`src/rtl/actor_loc_ctrl.sv`:
```
// actor_loc_ctrl: tracks one actor's current and next tile on a MAP_W x MAP_H grid.
// Moves only on step_en. It holds a buffered one-hot turn request. The candidate tile is
// checked through a collision lookup (query_req/coll_valid). The map writer then commits
// the move (wr_req/wr_done).
//
// Build option: define LOC_WRAP_EN to wrap across the map edges (tunnels). Without it,
// an off-map candidate is rejected like a wall and no lookup is issued.
//
// Ports:
//   CLOCK_50, reset          clock, synchronous active-high reset
//   dir_in[3:0]              {up,down,left,right} request, one-hot only
//   step_en                  one-cycle movement tick
//   query_req/x/y            collision lookup strobe and tile
//   coll_valid, coll_type    lookup response
//   wr_req, wr_done          map-write handshake (level request)
//   curr_x/y, next_x/y       committed and target tile
//   heading                  last successful direction
//   busy, bump, move_count   status: not idle, rejected-move pulse, saturating move count
module actor_loc_ctrl #(
  parameter int unsigned X_W       = 6,
  parameter int unsigned Y_W       = 5,
  parameter int unsigned MAP_W     = 40,
  parameter int unsigned MAP_H     = 30,
  parameter int unsigned START_X   = 20,
  parameter int unsigned START_Y   = 20,
  parameter logic [3:0]  WALL_CODE = 4'b0001
) (
  input  logic           CLOCK_50,
  input  logic           reset,
  input  logic [3:0]     dir_in,
  input  logic           step_en,
  output logic           query_req,
  output logic [X_W-1:0] query_x,
  output logic [Y_W-1:0] query_y,
  input  logic           coll_valid,
  input  logic [3:0]     coll_type,
  output logic           wr_req,
  input  logic           wr_done,
  output logic [X_W-1:0] curr_x,
  output logic [Y_W-1:0] curr_y,
  output logic [X_W-1:0] next_x,
  output logic [Y_W-1:0] next_y,
  output logic [3:0]     heading,
  output logic           busy,
  output logic           bump,
  output logic [15:0]    move_count
);

  localparam logic [X_W-1:0] XMax   = X_W'(MAP_W - 1);
  localparam logic [Y_W-1:0] YMax   = Y_W'(MAP_H - 1);
  localparam logic [X_W-1:0] XStart = X_W'(START_X);
  localparam logic [Y_W-1:0] YStart = Y_W'(START_Y);

  typedef enum logic [1:0] {StIdle, StQuery, StWait, StWrite} state_e;

  typedef struct packed {
    logic           ok;
    logic [X_W-1:0] x;
    logic [Y_W-1:0] y;
  } cand_t;

  // Neighbour tile in direction dir; ok=0 for an off-map tile (no-wrap) or a non-one-hot dir.
  function automatic cand_t step_tile(logic [X_W-1:0] x, logic [Y_W-1:0] y, logic [3:0] dir);
    cand_t c;
    c.ok = 1'b1;
    c.x  = x;
    c.y  = y;
    case (dir)
      4'b1000: begin
        if (y == '0) begin
`ifdef LOC_WRAP_EN
          c.y = YMax;
`else
          c.ok = 1'b0;
`endif
        end else c.y = y - Y_W'(1);
      end
      4'b0100: begin
        if (y == YMax) begin
`ifdef LOC_WRAP_EN
          c.y = '0;
`else
          c.ok = 1'b0;
`endif
        end else c.y = y + Y_W'(1);
      end
      4'b0010: begin
        if (x == '0) begin
`ifdef LOC_WRAP_EN
          c.x = XMax;
`else
          c.ok = 1'b0;
`endif
        end else c.x = x - X_W'(1);
      end
      4'b0001: begin
        if (x == XMax) begin
`ifdef LOC_WRAP_EN
          c.x = '0;
`else
          c.ok = 1'b0;
`endif
        end else c.x = x + X_W'(1);
      end
      default: c.ok = 1'b0;
    endcase
    return c;
  endfunction

  state_e     state;
  logic [3:0] pending;
  logic [3:0] tgt;        // direction of the lookup in flight
  logic       used_pend;  // tgt came from the turn buffer

  logic       dir_onehot;
  logic [3:0] pend_eff;
  logic [3:0] idle_tgt;
  logic       idle_retry_ok;
  logic       wait_retry_ok;
  cand_t      cand_tgt;
  cand_t      cand_head;

  // A one-hot request arriving with step_en already counts as the buffered turn.
  assign dir_onehot    = (dir_in != 4'b0) && ((dir_in & (dir_in - 4'd1)) == 4'b0);
  assign pend_eff      = dir_onehot ? dir_in : pending;
  assign idle_tgt      = (pend_eff != 4'b0) ? pend_eff : heading;
  assign idle_retry_ok = (pend_eff != 4'b0) && (heading != 4'b0) && (heading != pend_eff);
  assign wait_retry_ok = used_pend && (heading != 4'b0) && (heading != tgt);
  assign cand_tgt      = step_tile(curr_x, curr_y, idle_tgt);
  assign cand_head     = step_tile(curr_x, curr_y, heading);
  assign busy          = (state != StIdle);

  always_ff @(posedge CLOCK_50) begin
    if (reset) begin
      state      <= StIdle;
      curr_x     <= XStart;
      curr_y     <= YStart;
      next_x     <= XStart;
      next_y     <= YStart;
      heading    <= 4'b0;
      pending    <= 4'b0;
      tgt        <= 4'b0;
      used_pend  <= 1'b0;
      query_req  <= 1'b0;
      query_x    <= XStart;
      query_y    <= YStart;
      wr_req     <= 1'b0;
      bump       <= 1'b0;
      move_count <= 16'h0;
    end else begin
      query_req <= 1'b0;
      bump      <= 1'b0;
      case (state)
        StIdle: begin
          if (step_en && (idle_tgt != 4'b0)) begin
            if (cand_tgt.ok) begin
              query_req <= 1'b1;
              query_x   <= cand_tgt.x;
              query_y   <= cand_tgt.y;
              tgt       <= idle_tgt;
              used_pend <= (pend_eff != 4'b0);
              state     <= StQuery;
            end else if (idle_retry_ok && cand_head.ok) begin
              // Requested turn runs off the map; keep going straight instead.
              query_req <= 1'b1;
              query_x   <= cand_head.x;
              query_y   <= cand_head.y;
              tgt       <= heading;
              used_pend <= 1'b0;
              state     <= StQuery;
            end else begin
              bump <= 1'b1;
            end
          end
        end
        StQuery: state <= StWait;
        StWait: begin
          if (coll_valid) begin
            if (coll_type == WALL_CODE) begin
              if (wait_retry_ok && cand_head.ok) begin
                // Turn blocked: try straight ahead; pending stays for the next tick.
                query_req <= 1'b1;
                query_x   <= cand_head.x;
                query_y   <= cand_head.y;
                tgt       <= heading;
                used_pend <= 1'b0;
                state     <= StQuery;
              end else begin
                bump   <= 1'b1;
                next_x <= curr_x;
                next_y <= curr_y;
                state  <= StIdle;
              end
            end else begin
              next_x  <= query_x;
              next_y  <= query_y;
              heading <= tgt;
              wr_req  <= 1'b1;
              state   <= StWrite;
            end
          end
        end
        StWrite: begin
          if (wr_done) begin
            curr_x <= next_x;
            curr_y <= next_y;
            wr_req <= 1'b0;
            if (move_count != 16'hFFFF) move_count <= move_count + 16'd1;
            state <= StIdle;
          end
        end
        default: state <= StIdle;
      endcase
      // Turn buffer: consumed on a successful move, overridden by any new one-hot request.
      if ((state == StWait) && coll_valid && (coll_type != WALL_CODE) && used_pend) begin
        pending <= 4'b0;
      end
      if (dir_onehot) pending <= dir_in;
    end
  end

endmodule

```
`config.mk`:
```
export PLATFORM = sky130hd
export DESIGN_NAME = actor_loc_ctrl
export DESIGN_NICKNAME = d
export VERILOG_FILES = /design/src/rtl/actor_loc_ctrl.sv
export SDC_FILE = /design/constraint.sdc
export NUM_CORES = 1
export LEC_CHECK = 0
export ABC_AREA = 0
export CORE_MARGIN = 2
export CORE_UTILIZATION = 49
export CTS_CLUSTER_DIAMETER = 40
export DETAILED_ROUTE_END_ITERATION = 10
export GPL_TIMING_DRIVEN = 0
export PLACE_DENSITY = 0.77
export SYNTH_ARGS = -nofsm -noshare
export SYNTH_HDL_FRONTEND = slang
export SYNTH_SLANG_ARGS = --single-unit
export TNS_END_PERCENT = 10
```
`constraint.sdc`:
```
create_clock -name CLOCK_50 -period 3.6 [get_ports CLOCK_50]
set_input_delay 1.08 -clock CLOCK_50 [delete_from_list [all_inputs] [get_ports CLOCK_50]]
set_output_delay 1.08 -clock CLOCK_50 [all_outputs]
set_load 0.02 [all_outputs]
```
Word-level counts from Yosys, hierarchy flattened
Index checks and enable logic that the tools add are counted.
{"block": "classes", "add_sub_neg": 6, "eq_ne": 26, "muxes": 76, "bitwise_logic": 2, "n_reduce_logical": 30}
{"operator": "$mux 6", "count": 10}
{"operator": "$mux 5", "count": 10}
{"operator": "$mux 4", "count": 10}
{"operator": "$pmux 6 s2", "count": 3}
{"operator": "$pmux 5 s2", "count": 3}
{"operator": "$mux 1", "count": 26}
{"operator": "$add 16x1->16 const B", "count": 1}
{"operator": "$ne 16x16->1 const B", "count": 1}
{"operator": "$reduce_bool 4->1", "count": 4}
{"operator": "$ne 2x2->1 const B", "count": 7}
{"operator": "$eq 4x1->1 const B", "count": 3}
{"operator": "$mux 2", "count": 6}
{"operator": "$logic_and 1x1->1", "count": 11}
{"operator": "$reduce_and 3->1", "count": 3}
{"operator": "$eq 4x2->1 const B", "count": 2}
{"operator": "$eq 4x3->1 const B", "count": 2}
{"operator": "$eq 4x4->1 const B", "count": 2}
{"operator": "$ne 4x4->1", "count": 2}
{"operator": "$pmux 1 s2", "count": 4}
{"operator": "$pmux 1 s4", "count": 2}
{"operator": "$pmux 2 s4", "count": 1}
{"operator": "$pmux 4 s2", "count": 1}
{"operator": "$reduce_and 4->1", "count": 2}
{"operator": "$reduce_bool 2->1", "count": 4}
{"operator": "19 further kinds", "count": 20}
{"block": "word_totals", "register_bits": 67, "elab_cells": 155}

Depth between registers and ports, before layout
{"block": "logic_depth", "word_depth": 13, "ltp_mapped": 14}

Worst setup path after synthesis
No wires, ideal clock.
{"block": "synth_path", "path_kind": "input port to flip-flop", "from": "in dir_in[1]", "to": "reg used_pend", "setup_time_ns": 0.070, "arrival_ns": 3.636, "t_required_ns": 3.530, "path_slack_ns": -0.107, "stages": 12, "path_buffers": 3, "cell_sequence": "buf_6 -> or4b_4 -> o211ai_2 -> a211oi_2 -> a31o_1 -> buf_6 -> or4_4 -> o2111ai_2 -> a211oi_1 -> buf_6 -> or3_1 -> a21oi_1"}
{"block": "synth_via", "elab_chain_cells": 12, "word_cells_on_any_way": 25, "classes_between": "1 x add/sub; 7 x eq/ne; 6 x mux; 1 x bitwise; 10 x reduce/logical"}
{"element": "from (decl)", "line_no": "30", "source": "input logic [3:0] dir_in,"}
{"element": "$sub 4x1->4", "line_no": "124", "source": "assign dir_onehot = (dir_in != 4'b0) && ((dir_in & (dir_in - 4'd1)) == 4'b0);"}
{"element": "$and 4x4->4", "line_no": "124"}
{"element": "$logic_not 4->1", "line_no": "124"}
{"element": "$logic_and 1x1->1", "line_no": "124"}
{"element": "$mux 4 (*)", "line_no": "125", "source": "assign pend_eff = dir_onehot ? dir_in : pending;"}
{"element": "$reduce_bool 4->1", "line_no": "126, 127, 161"}
{"element": "$mux 4", "line_no": "126", "source": "assign idle_tgt = (pend_eff != 4'b0) ? pend_eff : heading;"}
{"element": "$eq 4x1->1, or another cell as far along", "line_no": "68", "source": "case (dir)"}
{"element": "$pmux 1 s4", "line_no": "68"}
{"element": "$mux 1", "line_no": "156", "source": "if (cand_tgt.ok) begin"}
{"element": "$mux 1", "line_no": "155", "source": "if (step_en && (idle_tgt != 4'b0)) begin"}
{"element": "$pmux 1 s2", "line_no": "153", "source": "case (state)"}
{"element": "to (signal assigned)", "line_no": "161", "source": "used_pend <= (pend_eff != 4'b0);"}
{"element": "to (decl)", "line_no": "113", "source": "logic used_pend;"}
Mark *: on every way between the ends. The rest lies on a longest branch, timed or not. The select of a mux whose other input is x is not followed.
A chain may end at the register's enable or synchronous reset.

Worst setup path in the final report
{"block": "layout_path", "from": "in dir_in[3]", "to": "reg used_pend"}
The elaborated chain is that of the path after synthesis.

==> impl_summary.md <==
Worst setup path
In this design, the largest share of critical-path delay is due to simple AND/OR/NAND/NOR gates. The endpoint kind of the worst setup timing path is a register. By startpoint and endpoint, the worst setup path is classified as input port to register.

The most numerous cell on the critical path is sky130_fd_sc_hd__buf_6. The largest individual stage delay along the critical path comes from the cell sky130_fd_sc_hd__or4_4. The arrival time of the worst setup path is 3870 ps. The largest incremental delay on the critical path is 580 ps. The data required time of the critical path is 3890 ps.

In this run the critical register-to-register path is launched from curr_x[1]$_SDFFE_PP0P_. The startpoint of the most critical setup path is dir_in[3]. The combined buffer and inverter count along the critical path is 3. In this run the worst path has a maximum fanout of 10.

Counting cells, the worst reg-to-reg path comes to 14. Counting buffers and inverters, the worst setup path is 12 cells deep. Traced cell by cell, the critical path runs through buf_2 -> or4b_4 -> o211ai_4 -> a211oi_4 -> a31o_1 -> buf_6 -> or4_4 -> o2111ai_4 -> a211oi_2 -> buf_6 -> or3_4 -> a21oi_2.

The worst setup path is launched from an input port.

Cells and area
The library cell used most frequently in the layout, excluding fill and tap cells, is sky130_fd_sc_hd__dfxtp_1. The share of cells above drive strength 1 is 12.2%. The final core utilization is 65.3%. The total inserted antenna cells is 0. The net count of the finished layout is 685. The fill cell instance count of the final layout is 765. From synthesis to final layout, the design area changed by 30.0%. In the layout the commonest cells are sky130_fd_sc_hd__dfxtp_1, sky130_fd_sc_hd__clkdlybuf4s50_1, sky130_fd_sc_hd__nand2_1, sky130_fd_sc_hd__nor2_1, sky130_fd_sc_hd__a21oi_1. The area occupied by multi-input gates is 2980 µm².

The register area is 1340 µm².

Route
For this block, the initial DRC count from the detailed router was 528. In the final routed layout, each cell accounts on average for 18.4 µm. After detailed routing, the number of remaining DRC violations is 0. In this run the remaining antenna-violating nets after routing total 0.

The routed metal-1 wirelength is 6240 µm. The detailed router placed 4934 vias in this run. In the detailed route, the total length drawn on met2 is 6500 µm. The uppermost metal layer occupied by signal nets is met4. Dividing the detail-routed via count by the number of cells gives 6.33.

The detailed-route wire length is 14300 µm. The routed wire length on met3 is 1230 µm. The first detailed-routing pass took 5 iterations.

Synthesis
In the synthesized netlist the async set-or-reset flop fraction comes to 0%. In the synthesized netlist the dominant register cell turns out to be sky130_fd_sc_hd__dfxtp_1. The cell area that synthesis handed to floorplanning was 4360 µm². Counting every instance in the synthesized netlist gives 575. The number of unique standard cell types used by synthesis is 75. The sequential-to-total area share from yosys stat is 30.8%.

Counting every net in the synthesized netlist gives 594. In this run the mean area of a mapped cell was 7.58 µm². The count of flip-flops with a built-in enable after synthesis is 0. In this run, synthesis produced a sequential element count of 67. During synthesis, Yosys emitted a total of 0 warnings.

Die
In this run the count of I/O pins placed on the die edge is 70. The die covers 9660 µm². The total area inside the core boundary comes to 8680 µm². The floorplan has 34 rows. Once the floorplan was initialized, standard cells occupied 50.2% of the core. The die is 98.3 µm tall. The width of the die is 98.3 µm.

Global routing
The initial antenna violation count is 0. The wire length of the first global-routing pass is 22500 µm. The global router's overall resource usage is 28.7%. Global routing finished with a remaining overflow of 0. The number of global-route vias before repair is 4586. Entering global routing, the biggest net connects 14 pins.

Clock tree
Clock tree synthesis inserted a total of 9 buffers. The clock latency reported for the late side of the worst-skew pair is 350 ps. The clock root buffer is sky130_fd_sc_hd__clkbuf_8. The number of clock sinks is 67. Counting along the longest clock path gives a buffer depth of 2. TritonCTS built the clock tree.

The H-tree generated during clock tree synthesis spans 3 levels. The register clock-pin slew on the reported worst setup and hold paths is 90 ps. Hold repair after CTS inserted 0 buffers.

Power
In this run the static leakage power is 1.98 nW. Across the VDD grid, the largest voltage drop is 0.207 mV. For this design the ratio of total power to cell area is 288 nW/µm².

STA
The worst path in the final design needs a cycle of 3580 ps, including I/O delays and setup. The worst path meets setup with 20.2 ps of slack. The final number of hold-violating endpoints is 0. At the pin with the least slew margin, the transition time is 724 ps. The worst slew margin relative to its limit is 51.8%. The setup total negative slack is 0 ps. The number of setup violations in the final report is 0. Timing would allow up to 0.279 GHz. Across the routed clock network, the largest skew measured is 16.8 ps. The final max-slew violation count is 0. Setup repair after global routing could not meet its margin everywhere. The share of the cycle needed by the critical path after routing is 99.4%.

Placed design
The congestion estimate from routability-driven global placement came to 0.946. The count of buffers added on input and output ports is 68. The placed wire-length estimate is 10100 µm.

The worst setup slack before clock tree synthesis is -1020 ps.

Job
The max-capacitance violation count is 0.

Worst hold path
The hold-critical path depth is 2. The worst hold path belongs to the class register to register. The critical hold path startpoint is next_x[5]$_SDFFE_PP0P_.

Outcome
The run finished with clean final reports.
==> flip-flops by register name, indices dropped and copies added (netlist names) <==
register / flops
bump: 1
curr_x: 6
curr_y: 5
heading: 4
move_count: 16
next_x: 6
next_y: 5
pending: 4
query_req: 1
query_x: 6
query_y: 5
state: 2
tgt: 4
used_pend: 1
wr_req: 1
==> kinds of logic after synthesis <==
group | after synthesis | share of synthesized area [%]
mux | 15 | 3.47
xor+xnor | 22 | 4.42
flops | 67 | 30.8
fa+ha+maj | 7 | 1.95
buf+inv | 62 | 5.94
compound gates | 170 | 26.3
simple gates | 232 | 27.1
==> routing by layer <==
layer	GRT usage, %	up-vias
li1	-	2289
met1	38.0	2327
met2	46.7	277
met3	5.08	41
met4	10.9	0
met5	0	-
==> cell usage after synthesis, types with 4 or more instances <==
cell type / number / area share, %
sky130_fd_sc_hd__dfxtp_1: 67 / 31
sky130_fd_sc_hd__o21a_1: 4 / 0.69
sky130_fd_sc_hd__nand2_1: 62 / 5.3
sky130_fd_sc_hd__nor4_1: 6 / 0.86
sky130_fd_sc_hd__o211ai_1: 6 / 1.0
sky130_fd_sc_hd__o21ai_0: 25 / 2.9
sky130_fd_sc_hd__xnor2_1: 7 / 1.4
sky130_fd_sc_hd__o32a_1: 4 / 0.92
sky130_fd_sc_hd__and3_1: 6 / 0.86
sky130_fd_sc_hd__ha_1: 6 / 1.7
sky130_fd_sc_hd__nor2_1: 58 / 5.0
sky130_fd_sc_hd__and2_1: 5 / 0.72
sky130_fd_sc_hd__a211oi_1: 14 / 2.4
sky130_fd_sc_hd__o221ai_1: 4 / 0.80
sky130_fd_sc_hd__xor2_1: 15 / 3.0
sky130_fd_sc_hd__mux2i_1: 14 / 3.2
sky130_fd_sc_hd__nand2b_1: 9 / 1.3
sky130_fd_sc_hd__nand3_1: 16 / 1.8
sky130_fd_sc_hd__a221oi_1: 5 / 1.0
sky130_fd_sc_hd__nand3b_1: 11 / 1.9
sky130_fd_sc_hd__a21oi_1: 50 / 5.7
sky130_fd_sc_hd__nand4_1: 10 / 1.4
sky130_fd_sc_hd__clkbuf_1: 34 / 2.9
sky130_fd_sc_hd__a31oi_1: 7 / 1.0
sky130_fd_sc_hd__or3_1: 6 / 0.86
sky130_fd_sc_hd__inv_1: 21 / 1.8
sky130_fd_sc_hd__nor3_1: 17 / 2.0
sky130_fd_sc_hd__nor2b_1: 7 / 1.0
sky130_fd_sc_hd__o21ai_1: 6 / 0.69
==> metrics by stage <==
stage	hold slack, ps	power, mW	instance area (µm²)	instances
6_report	480	1.63	5670	779
5_1_grt	489	1.69	5670	779
4_1_cts	480	1.61	5540	771
3_5_place_dp	466	1.02	5200	751
3_3_place_gp	460	1.02	5200	751
2_1_floorplan	445	0.938	4390	575
==> worst paths after layout <==
| kind | end | slack [ps] |
|---|---|---|
| setup / recovery | used_pend$_SDFFE_PP0P_ | 20 |
| hold / removal | curr_x[5]$_SDFFE_PP0P_ | 480 |
| setup reg to reg | query_y[4]$_SDFFE_PP1P_ | 250 |
| hold reg to reg | curr_x[5]$_SDFFE_PP0P_ | 480 |
==> power by group <==
group / switching (mW) / internal (mW)
clock network: 0.321 / 0.253
logic: 0.176 / 0.119
registers: 0.0118 / 0.754
==> tightest hold or removal path, stage by stage (launching register included) <==
cell	delay, ps
sky130_fd_sc_hd__dfxtp_1	330
sky130_fd_sc_hd__nand2_1	60
sky130_fd_sc_hd__a21oi_1	50
==> repair_timing <==
item / 4_1_cts / 5_1_grt
pin swaps: 6 / 8
endpoints found under the setup margin: 34 / 29
hold endpoints to repair: 0 / 0
buffers inserted: 3 / 8
gates cloned: 1 / 0
gates resized for setup: 39 / 24
==> final cells by class <==
class	instances	share of cell area [%]
buffer	41	3.71
clock buffer	9	2.19
clock inverter	7	0.905
inverter	21	1.39
multi-input combinational	447	52.5
sequential	67	23.7
tap	108	2.39
timing repair buffer	79	13.2
(Power assumes the default switching activity.)
